===== src/rtl/alu_arbiter_if.sv =====
// rtl/alu_arbiter_if.sv - request, ALU and response bundle shared by alu_arbiter and its environment
interface alu_arbiter_if #(
   parameter int WIDTH = 32,
   parameter int OPW   = 4
);
   logic                    req0_valid;
   logic                    req0_ready;
   logic signed [WIDTH-1:0] req0_a;
   logic signed [WIDTH-1:0] req0_b;
   logic [OPW-1:0]          req0_op;

   logic                    req1_valid;
   logic                    req1_ready;
   logic signed [WIDTH-1:0] req1_a;
   logic signed [WIDTH-1:0] req1_b;
   logic [OPW-1:0]          req1_op;

   logic signed [WIDTH-1:0] alu_inputA;
   logic signed [WIDTH-1:0] alu_inputB;
   logic [OPW-1:0]          alu_op;
   logic signed [WIDTH-1:0] alu_result;
   logic                    alu_negative;
   logic                    alu_zero;

   logic                    rsp_valid;
   logic                    rsp_ready;
   logic                    rsp_id;
   logic signed [WIDTH-1:0] rsp_result;
   logic                    rsp_negative;
   logic                    rsp_zero;

   modport slave (
      input  req0_valid, req0_a, req0_b, req0_op,
      output req0_ready,
      input  req1_valid, req1_a, req1_b, req1_op,
      output req1_ready,
      output alu_inputA, alu_inputB, alu_op,
      input  alu_result, alu_negative, alu_zero,
      output rsp_valid, rsp_id, rsp_result, rsp_negative, rsp_zero,
      input  rsp_ready
   );

   modport master (
      output req0_valid, req0_a, req0_b, req0_op,
      input  req0_ready,
      output req1_valid, req1_a, req1_b, req1_op,
      input  req1_ready,
      input  alu_inputA, alu_inputB, alu_op,
      output alu_result, alu_negative, alu_zero,
      input  rsp_valid, rsp_id, rsp_result, rsp_negative, rsp_zero,
      output rsp_ready
   );
endinterface


===== src/rtl/alu_arbiter.sv =====
// rtl/alu_arbiter.sv - two-requester arbiter for a shared combinational ALU with registered response
// Define ALU_ARB_RR_EN for round-robin arbitration; fixed priority (requester 0 first) otherwise.
module alu_arbiter #(
   parameter int WIDTH = 32,
   parameter int OPW   = 4
) (
   input logic         clk,
   input logic         rst,
   alu_arbiter_if.slave bus
);
   typedef enum logic [1:0] {IDLE, ISSUE, RESP} state_t;

   state_t           state;
   logic [WIDTH-1:0] op_a;
   logic [WIDTH-1:0] op_b;
   logic [OPW-1:0]   op_code;
   logic             issue_id;

   logic             rsp_valid_q;
   logic             rsp_id_q;
   logic [WIDTH-1:0] rsp_result_q;
   logic             rsp_negative_q;
   logic             rsp_zero_q;

   logic             idle;
   logic             grant0;
   logic             grant1;

`ifdef ALU_ARB_RR_EN
   logic             last_grant;
`endif

   // Readies are suppressed while rst is high so no handshake can be lost to reset.
   always_comb begin
      idle = (state == IDLE) && !rst;
`ifdef ALU_ARB_RR_EN
      grant0 = idle && bus.req0_valid && (!bus.req1_valid || last_grant);
      grant1 = idle && bus.req1_valid && (!bus.req0_valid || !last_grant);
`else
      grant0 = idle && bus.req0_valid;
      grant1 = idle && bus.req1_valid && !bus.req0_valid;
`endif
   end

   assign bus.req0_ready   = grant0;
   assign bus.req1_ready   = grant1;
   assign bus.alu_inputA   = op_a;
   assign bus.alu_inputB   = op_b;
   assign bus.alu_op       = op_code;
   assign bus.rsp_valid    = rsp_valid_q;
   assign bus.rsp_id       = rsp_id_q;
   assign bus.rsp_result   = rsp_result_q;
   assign bus.rsp_negative = rsp_negative_q;
   assign bus.rsp_zero     = rsp_zero_q;

   always_ff @(posedge clk or posedge rst) begin
      if (rst) begin
         state          <= IDLE;
         op_a           <= '0;
         op_b           <= '0;
         op_code        <= '0;
         issue_id       <= 1'b0;
         rsp_valid_q    <= 1'b0;
         rsp_id_q       <= 1'b0;
         rsp_result_q   <= '0;
         rsp_negative_q <= 1'b0;
         rsp_zero_q     <= 1'b0;
`ifdef ALU_ARB_RR_EN
         last_grant     <= 1'b1;
`endif
      end else begin
         case (state)
            IDLE: begin
               if (grant0 || grant1) begin
                  op_a     <= grant1 ? bus.req1_a  : bus.req0_a;
                  op_b     <= grant1 ? bus.req1_b  : bus.req0_b;
                  op_code  <= grant1 ? bus.req1_op : bus.req0_op;
                  issue_id <= grant1;
`ifdef ALU_ARB_RR_EN
                  last_grant <= grant1;
`endif
                  state    <= ISSUE;
               end
            end
            ISSUE: begin
               rsp_result_q   <= bus.alu_result;
               rsp_negative_q <= bus.alu_negative;
               rsp_zero_q     <= bus.alu_zero;
               rsp_id_q       <= issue_id;
               rsp_valid_q    <= 1'b1;
               state          <= RESP;
            end
            RESP: begin
               if (bus.rsp_ready) begin
                  rsp_valid_q <= 1'b0;
                  state       <= IDLE;
               end
            end
            default: state <= IDLE;
         endcase
      end
   end
endmodule


===== src/flat_wrapper.sv =====
// flat-port wrapper written by rule: the top's interface ports become plain ports
module alu_arbiter_flat 
#(
   parameter int WIDTH = 32,
   parameter int OPW   = 4
)
  (clk, rst, bus_req0_valid, bus_req0_a, bus_req0_b, bus_req0_op, bus_req0_ready, bus_req1_valid, bus_req1_a, bus_req1_b, bus_req1_op, bus_req1_ready, bus_alu_inputA, bus_alu_inputB, bus_alu_op, bus_alu_result, bus_alu_negative, bus_alu_zero, bus_rsp_valid, bus_rsp_id, bus_rsp_result, bus_rsp_negative, bus_rsp_zero, bus_rsp_ready);
  alu_arbiter_if #(.WIDTH(WIDTH), .OPW(OPW)) bus_i ();
  input logic clk;
  input logic rst;
  input wire logic [$bits(bus_i.req0_valid)-1:0] bus_req0_valid;
  input wire logic [$bits(bus_i.req0_a)-1:0] bus_req0_a;
  input wire logic [$bits(bus_i.req0_b)-1:0] bus_req0_b;
  input wire logic [$bits(bus_i.req0_op)-1:0] bus_req0_op;
  output wire logic [$bits(bus_i.req0_ready)-1:0] bus_req0_ready;
  input wire logic [$bits(bus_i.req1_valid)-1:0] bus_req1_valid;
  input wire logic [$bits(bus_i.req1_a)-1:0] bus_req1_a;
  input wire logic [$bits(bus_i.req1_b)-1:0] bus_req1_b;
  input wire logic [$bits(bus_i.req1_op)-1:0] bus_req1_op;
  output wire logic [$bits(bus_i.req1_ready)-1:0] bus_req1_ready;
  output wire logic [$bits(bus_i.alu_inputA)-1:0] bus_alu_inputA;
  output wire logic [$bits(bus_i.alu_inputB)-1:0] bus_alu_inputB;
  output wire logic [$bits(bus_i.alu_op)-1:0] bus_alu_op;
  input wire logic [$bits(bus_i.alu_result)-1:0] bus_alu_result;
  input wire logic [$bits(bus_i.alu_negative)-1:0] bus_alu_negative;
  input wire logic [$bits(bus_i.alu_zero)-1:0] bus_alu_zero;
  output wire logic [$bits(bus_i.rsp_valid)-1:0] bus_rsp_valid;
  output wire logic [$bits(bus_i.rsp_id)-1:0] bus_rsp_id;
  output wire logic [$bits(bus_i.rsp_result)-1:0] bus_rsp_result;
  output wire logic [$bits(bus_i.rsp_negative)-1:0] bus_rsp_negative;
  output wire logic [$bits(bus_i.rsp_zero)-1:0] bus_rsp_zero;
  input wire logic [$bits(bus_i.rsp_ready)-1:0] bus_rsp_ready;
  assign bus_i.req0_valid = bus_req0_valid;
  assign bus_i.req0_a = bus_req0_a;
  assign bus_i.req0_b = bus_req0_b;
  assign bus_i.req0_op = bus_req0_op;
  assign bus_req0_ready = bus_i.req0_ready;
  assign bus_i.req1_valid = bus_req1_valid;
  assign bus_i.req1_a = bus_req1_a;
  assign bus_i.req1_b = bus_req1_b;
  assign bus_i.req1_op = bus_req1_op;
  assign bus_req1_ready = bus_i.req1_ready;
  assign bus_alu_inputA = bus_i.alu_inputA;
  assign bus_alu_inputB = bus_i.alu_inputB;
  assign bus_alu_op = bus_i.alu_op;
  assign bus_i.alu_result = bus_alu_result;
  assign bus_i.alu_negative = bus_alu_negative;
  assign bus_i.alu_zero = bus_alu_zero;
  assign bus_rsp_valid = bus_i.rsp_valid;
  assign bus_rsp_id = bus_i.rsp_id;
  assign bus_rsp_result = bus_i.rsp_result;
  assign bus_rsp_negative = bus_i.rsp_negative;
  assign bus_rsp_zero = bus_i.rsp_zero;
  assign bus_i.rsp_ready = bus_rsp_ready;
  alu_arbiter #(.WIDTH(WIDTH), .OPW(OPW)) u_core (.clk(clk), .rst(rst), .bus(bus_i));
endmodule

===== config.mk =====
export PLATFORM = sky130hd
export DESIGN_NAME = alu_arbiter_flat
export DESIGN_NICKNAME = d
export VERILOG_FILES = /design/src/rtl/alu_arbiter_if.sv /design/src/rtl/alu_arbiter.sv /design/src/flat_wrapper.sv
export SDC_FILE = /design/constraint.sdc
export NUM_CORES = 1
export LEC_CHECK = 0
export CORE_AREA = 3 3 111 113
export DETAILED_ROUTE_END_ITERATION = 10
export DIE_AREA = 0 0 114 116
export PLACE_DENSITY = 0.87
export SLEW_MARGIN = 25
export SYNTH_ARGS = -nofsm -noshare
export SYNTH_HDL_FRONTEND = slang
export SYNTH_SLANG_ARGS = --single-unit

===== constraint.sdc =====
create_clock -name clk -period 6.05 [get_ports clk]
set_input_delay 1.21 -clock clk [delete_from_list [all_inputs] [get_ports clk]]
set_output_delay 1.21 -clock clk [all_outputs]
set_load 0.02 [all_outputs]

==> results of run 1 <==
[kinds of logic (layout without fill, tap and decap cells)]
group | count (synthesis) | in the layout | synth area share, %
mux | 35 | 35 | 8.75
compound gates | 164 | 164 | 25.7
simple gates | 12 | 12 | 1.83
flops | 107 | 107 | 59.4
buf+inv | 41 | 308 | 4.30
[metrics by stage]
step | instances | util [%] | hold slack (ps)
final | 769 | 67.6 | 491
after global routing | 769 | 67.6 | 510
after CTS | 768 | 67.4 | 495
after detailed placement | 752 | 64.8 | 475
after global placement | 751 | 64.6 | 471
after floorplan | 359 | - | 457
[report_power, final]
| group | internal (mW) | leakage [nW] | switching, mW |
|---|---|---|---|
| Combinational | 0.898 | 1.62 | 0.812 |
| Clock | 0.291 | 0.141 | 0.282 |
| Sequential | 1.03 | 1.29 | 0.207 |
[final cells by class]
type	count	area [um^2]	share of cell area (%)
timing repair buffer	287	2890	37.4
sequential	107	2680	34.7
tap	143	179	2.32
multi-input combinational	211	1660	21.5
clock buffer	9	225	2.92
clock inverter	7	65.1	0.843
inverter	5	21.3	0.275
[registers in the layout, summed over array words and instances (netlist names)]
signal / cells
u_core.bus.alu_op: 4
u_core.bus.alu_inputA: 32
u_core.bus.rsp_negative: 1
u_core.issue_id: 1
u_core.bus.rsp_valid: 1
u_core.bus.rsp_result: 32
u_core.bus.rsp_zero: 1
u_core.bus.alu_inputB: 32
u_core.state: 2
u_core.bus.rsp_id: 1
[cell usage after synthesis (all sizes together)]
cell / n
dfrtp: 107
mux2: 35
o22ai: 48
nand2: 1
o21ai: 1
nor3: 1
and2: 2
or3: 1
nor2: 1
or2: 1
a31oi: 1
inv: 5
o2bb2ai: 44
nor2b: 2
clkbuf: 10
nor3b: 1
or4b: 2
a22oi: 43
buf: 26
a21oi: 27
[worst reg2reg max path, stage by stage, from the launching register on]
cell and delay, ps:
dfrtp_1 500, or4b_1 970, o22ai_1 330, a21oi_1 120
[metal layers]
layer	part of all wire, %	global-route usage (%)	wire [um]	vias to the layer above
met5	0	0	0	-
met4	2.1	7.21	327	0
met3	9.0	6.74	1380	28
met2	51	39.2	7840	234
met1	38	26.7	5810	2055
li1	-	-	-	1928
[worst max-delay path by stage]
stage                     slack, ps                                   end  cells past startpoint
final                          1110                        bus_req0_ready                      4
after global routing            970                        bus_req0_ready                      4
after CTS                      1140                        bus_req0_ready                      4
after detailed placement       1130                        bus_req0_ready                      4
after global placement         1250                        bus_req0_ready                      4
after floorplan                2020  u_core.bus.alu_inputA[0]$_DFFE_PP0P_                      1
==> reports/metrics.yaml, run 1 <==
outcome: "complete, no violations"
p_per_area_mw_per_mm2: 456
regToRegSetupSlack_ps: 3970
maxSlewViolCount: 0
whs_endpoint: "u_core.bus.alu_inputA[12]$_DFFE_PP0P_"
final_cell_mix: "clkdlybuf4s50_1 (279), dfrtp_1 (107), o22ai_1 (48)"
hp-class: "reg -> reg"
gp_congestion: 0.832
critPathLaunch: "bus_req0_valid"
port_buffers: 280
setup.worst_path.start_class: "primary input"
clockBufferDepth: 2
post-route-period-util_pct: 81.6
cts_setup_buffers: 0
io_pins: 281
die_h_um: 116
end_kind: "output pin"
synth_area_leaders: "dfrtp_1 (59%), mux2_2 (8.7%), o2bb2ai_1 (8.6%)"
drc_errors: 0
max_stage_delay_ps: 930
die_width_um: 114
grt_use_total_pct: 22.5
coreArea_mm2: 0.0114
avgSynthCellArea_um2: 12.6
drt-initial-drc-count: 197
setup_ws_ps: 1110
fillerInstances: 822
cp.required_ps: 4840
setup_violations: 0
path_clk_slew_ps: 80
placed_area_mm2: 0.00740
r2r-start: "u_core.state[1]$_DFFE_PP0P_"
rows: 39
yosysSeqAreaShare_pct: 59.4
finalPower_mw: 3.52
finClkSkew_ps: 5.95
finish.instance_area_mm2: 0.00772
antennaDiodeCount: 0
maxCapViolations: 0
drive_above_1_share_pct: 10.4
cts_hold_buf: 0
grt_start_max_net_pins: 61
fin_tns_setup_ps: 0
hp-start: "u_core.bus.alu_inputA[12]$_DFFE_PP0P_"
crit_buf_inv: 3
ctsResizeCount: 0
timing_worst_setup_path_type: "in -> out"
wl_um: 15400
first_pass_iters: 5
rsz0062_at_grt: "no"
synth_seq_cells: 107
drtAntennaViolNets: 0
path_cells: "buf_2 -> or4b_1 -> inv_1 -> clkdlybuf4s50_1"
initial_core_util_pct: 39.5
worst_pin_slew_ps: 946
ff2ff_path_depth: 3
p_leak_nw: 3.04
num-nets-final: 796
grt_overflow_total: 0
clock_latency_ps: 340
dpl.hpwl_um: 11200
place_ws_ps: 1130
synth_cells: 359
period_needed_ps: 4940
r2r-end: "u_core.bus.alu_inputB[11]$_DFFE_PP0P_"
grt_pass1_vias: 4497
final_common_cell: "clkdlybuf4s50_1"
cts_made_buffers: 9
cts-root-buf: "clkbuf_16"
vias: 4245
cp_top_family: "buffers and inverters"
max_freq_mhz: 202
maxSlewHeadroom_pct: 36.9
ir_worst_vdd_mv: 0.266
syn_nets: 534
crit_fanout: 48
vias_per_cell: 5.52
grt_pass1_wl_um: 23500
yosysTopAreaCell: "dfrtp_1"
ys_types: 22
die_area_mm2: 0.0132
worstPathArrival_ps: 3730
synth_top_area_share_pct: 59.4
clkSinkCount: 107
cts_tree: "yes"
antenna_found_initial: 0
hold_depth: 1
wl_per_cell_um: 20.0
hold_viol_final: 0
crit_slowest_cell: "or4b_1"
htree_levels: 3
yosysWarnings: 0
synth_area_mm2: 0.00451
syn2layout_area_growth_pct: 71.3
Note: power is estimated with default switching activity, not from simulation.
==> inputs of run 2 (changes only) <==
--- a/config.mk
+++ b/config.mk
@@ -5,10 +5,10 @@
 export SDC_FILE = /design/constraint.sdc
 export NUM_CORES = 1
 export LEC_CHECK = 0
-export CORE_AREA = 3 3 111 113
+export CORE_AREA = 3 3 121 123
 export DETAILED_ROUTE_END_ITERATION = 10
-export DIE_AREA = 0 0 114 116
-export PLACE_DENSITY = 0.87
+export DIE_AREA = 0 0 124 126
+export PLACE_DENSITY = 0.78
 export SLEW_MARGIN = 25
 export SYNTH_ARGS = -nofsm -noshare
 export SYNTH_HDL_FRONTEND = slang
==> constraint.sdc (replaced) <==
create_clock -name clk -period 4.35 [get_ports clk]
set_input_delay 0.87 -clock clk [delete_from_list [all_inputs] [get_ports clk]]
set_output_delay 0.87 -clock clk [all_outputs]
set_load 0.02 [all_outputs]
==> run 2 against run 1 <==
Net effect:
- sequential cell count did not move
- clock-buffer cell count rose by 2
- sequential power rose by 39%
- critical path type unchanged
- global-route usage fell by 3.3 points
- highest routed layer unchanged
- utilization fell by 11 points
- register-to-register slack got worse by 1600 ps
- non-clock buffer count rose by 1
- setup slack got worse by 240 ps
- first-iteration DRC count rose by 3.0%
- clock power rose by 31%
- worst hold slack got worse by 2.6 ps
==> reports/metrics.yaml, run 2 (synthesis results as in run 1) <==
outcome: "complete, no violations"
cts_setup_buffers: 0
wl_per_cell_um: 18.9
die_area_mm2: 0.0156
p_leak_nw: 3.03
p_per_area_mw_per_mm2: 624
fin_tns_setup_ps: 0
dpl.hpwl_um: 11100
hold_viol_final: 0
path_clk_slew_ps: 60
cp.required_ps: 3480
grt_start_max_net_pins: 57
finClkSkew_ps: 6.70
grt_pass1_wl_um: 23500
num-nets-final: 797
cts_tree: "yes"
hp-start: "u_core.bus.alu_inputA[2]$_DFFE_PP0P_"
r2r-end: "u_core.bus.alu_inputB[17]$_DFFE_PP0P_"
final_cell_mix: "clkdlybuf4s50_1 (279), dfrtp_1 (107), o22ai_1 (48)"
final_util_pct: 56.2
placed_cells: 790
antennaDiodeCount: 0
wl_um: 15200
placed_area_mm2: 0.00745
setup_violations: 0
crit_path_end: "bus_req0_ready"
r2r-start: "u_core.state[1]$_DFFE_PP0P_"
initial_core_util_pct: 32.7
antenna_found_initial: 0
period_needed_ps: 3480
drtAntennaViolNets: 0
coreArea_mm2: 0.0138
critPathLaunch: "rst"
setup.worst_path.start_class: "primary input"
final_common_cell: "clkdlybuf4s50_1"
vias_per_cell: 5.25
worstPathArrival_ps: 2610
grt_use_total_pct: 19.2
rsz0062_at_grt: "no"
maxSlewViolCount: 0
maxSlewHeadroom_pct: 41.0
regToRegSetupSlack_ps: 2360
finish.instance_area_mm2: 0.00774
vias: 4239
die_h_um: 126
rows: 43
first_pass_iters: 5
cts_hold_buf: 0
drt-initial-drc-count: 203
grt_overflow_total: 0
clkSinkCount: 107
post-route-period-util_pct: 79.9
cts_made_buffers: 9
end_kind: "output pin"
drive_above_1_share_pct: 10.4
ff2ff_path_depth: 3
timing_worst_setup_path_type: "in -> out"
grt_pass1_vias: 4553
layout.cells.non_filler: 807
gp_congestion: 0.762
io_pins: 281
clock_latency_ps: 340
worst_pin_slew_ps: 885
crit_fanout: 5
ctsResizeCount: 0
maxCapViolations: 0
cts-root-buf: "clkbuf_16"
ir_worst_vdd_mv: 0.334
hp-class: "reg -> reg"
port_buffers: 280
max_freq_mhz: 288
drc_errors: 0
syn2layout_area_growth_pct: 71.7
clockBufferDepth: 2
die_width_um: 124
htree_levels: 3
[run 2: worst min-delay path by stage]
stage	endpoint	slack, ps	cells after the start
finish	u_core.bus.alu_inputA[2]$_DFFE_PP0P_	490	1
detailed placement	u_core.bus.alu_inputA[26]$_DFFE_PP0P_	470	1
floorplan	u_core.issue_id$_DFFE_PP0P_	460	2
global route	u_core.bus.alu_inputA[6]$_DFFE_PP0P_	500	1
global placement	u_core.bus.alu_inputA[4]$_DFFE_PP0P_	470	1
CTS	u_core.bus.alu_inputB[5]$_DFFE_PP0P_	490	1
[run 2: layout make-up]
class	count	area, um^2
repair buffers	288	2880
inverters	5	21.3
flip-flops and latches	107	2680
clock inverters	5	37.5
multi-input cells	211	1660
fillers	1189	6040
well taps	180	225
clock buffers	11	233
[run 2: critical path, cell delays in order]
cell and delay [ps]:
clkdlybuf4s50_1 510, or4b_1 520, inv_1 100, clkdlybuf4s50_1 600
[run 2: power breakdown]
part           internal (mW)  switching (mW)  total [mW]
Sequential              1.44           0.285        1.72
Clock                  0.391           0.359       0.750
Combinational           1.24            1.11        2.35
[run 2: through the flow]
stage	worst slack, ps	hold slack, ps	power [mW]
after global placement	868	472	4.04
after floorplan	663	457	2.84
after CTS	872	493	4.87
after detailed placement	870	473	4.10
final	873	488	4.82
after global routing	763	504	5.09
[run 2: per-layer routing]
layer	vias to the layer above	wire [um]	GRT usage, %
met5	-	0	0
met4	0	264	5.99
met3	22	1500	5.66
met2	211	7690	33.0
met1	2070	5760	22.9
li1	1936	-	-
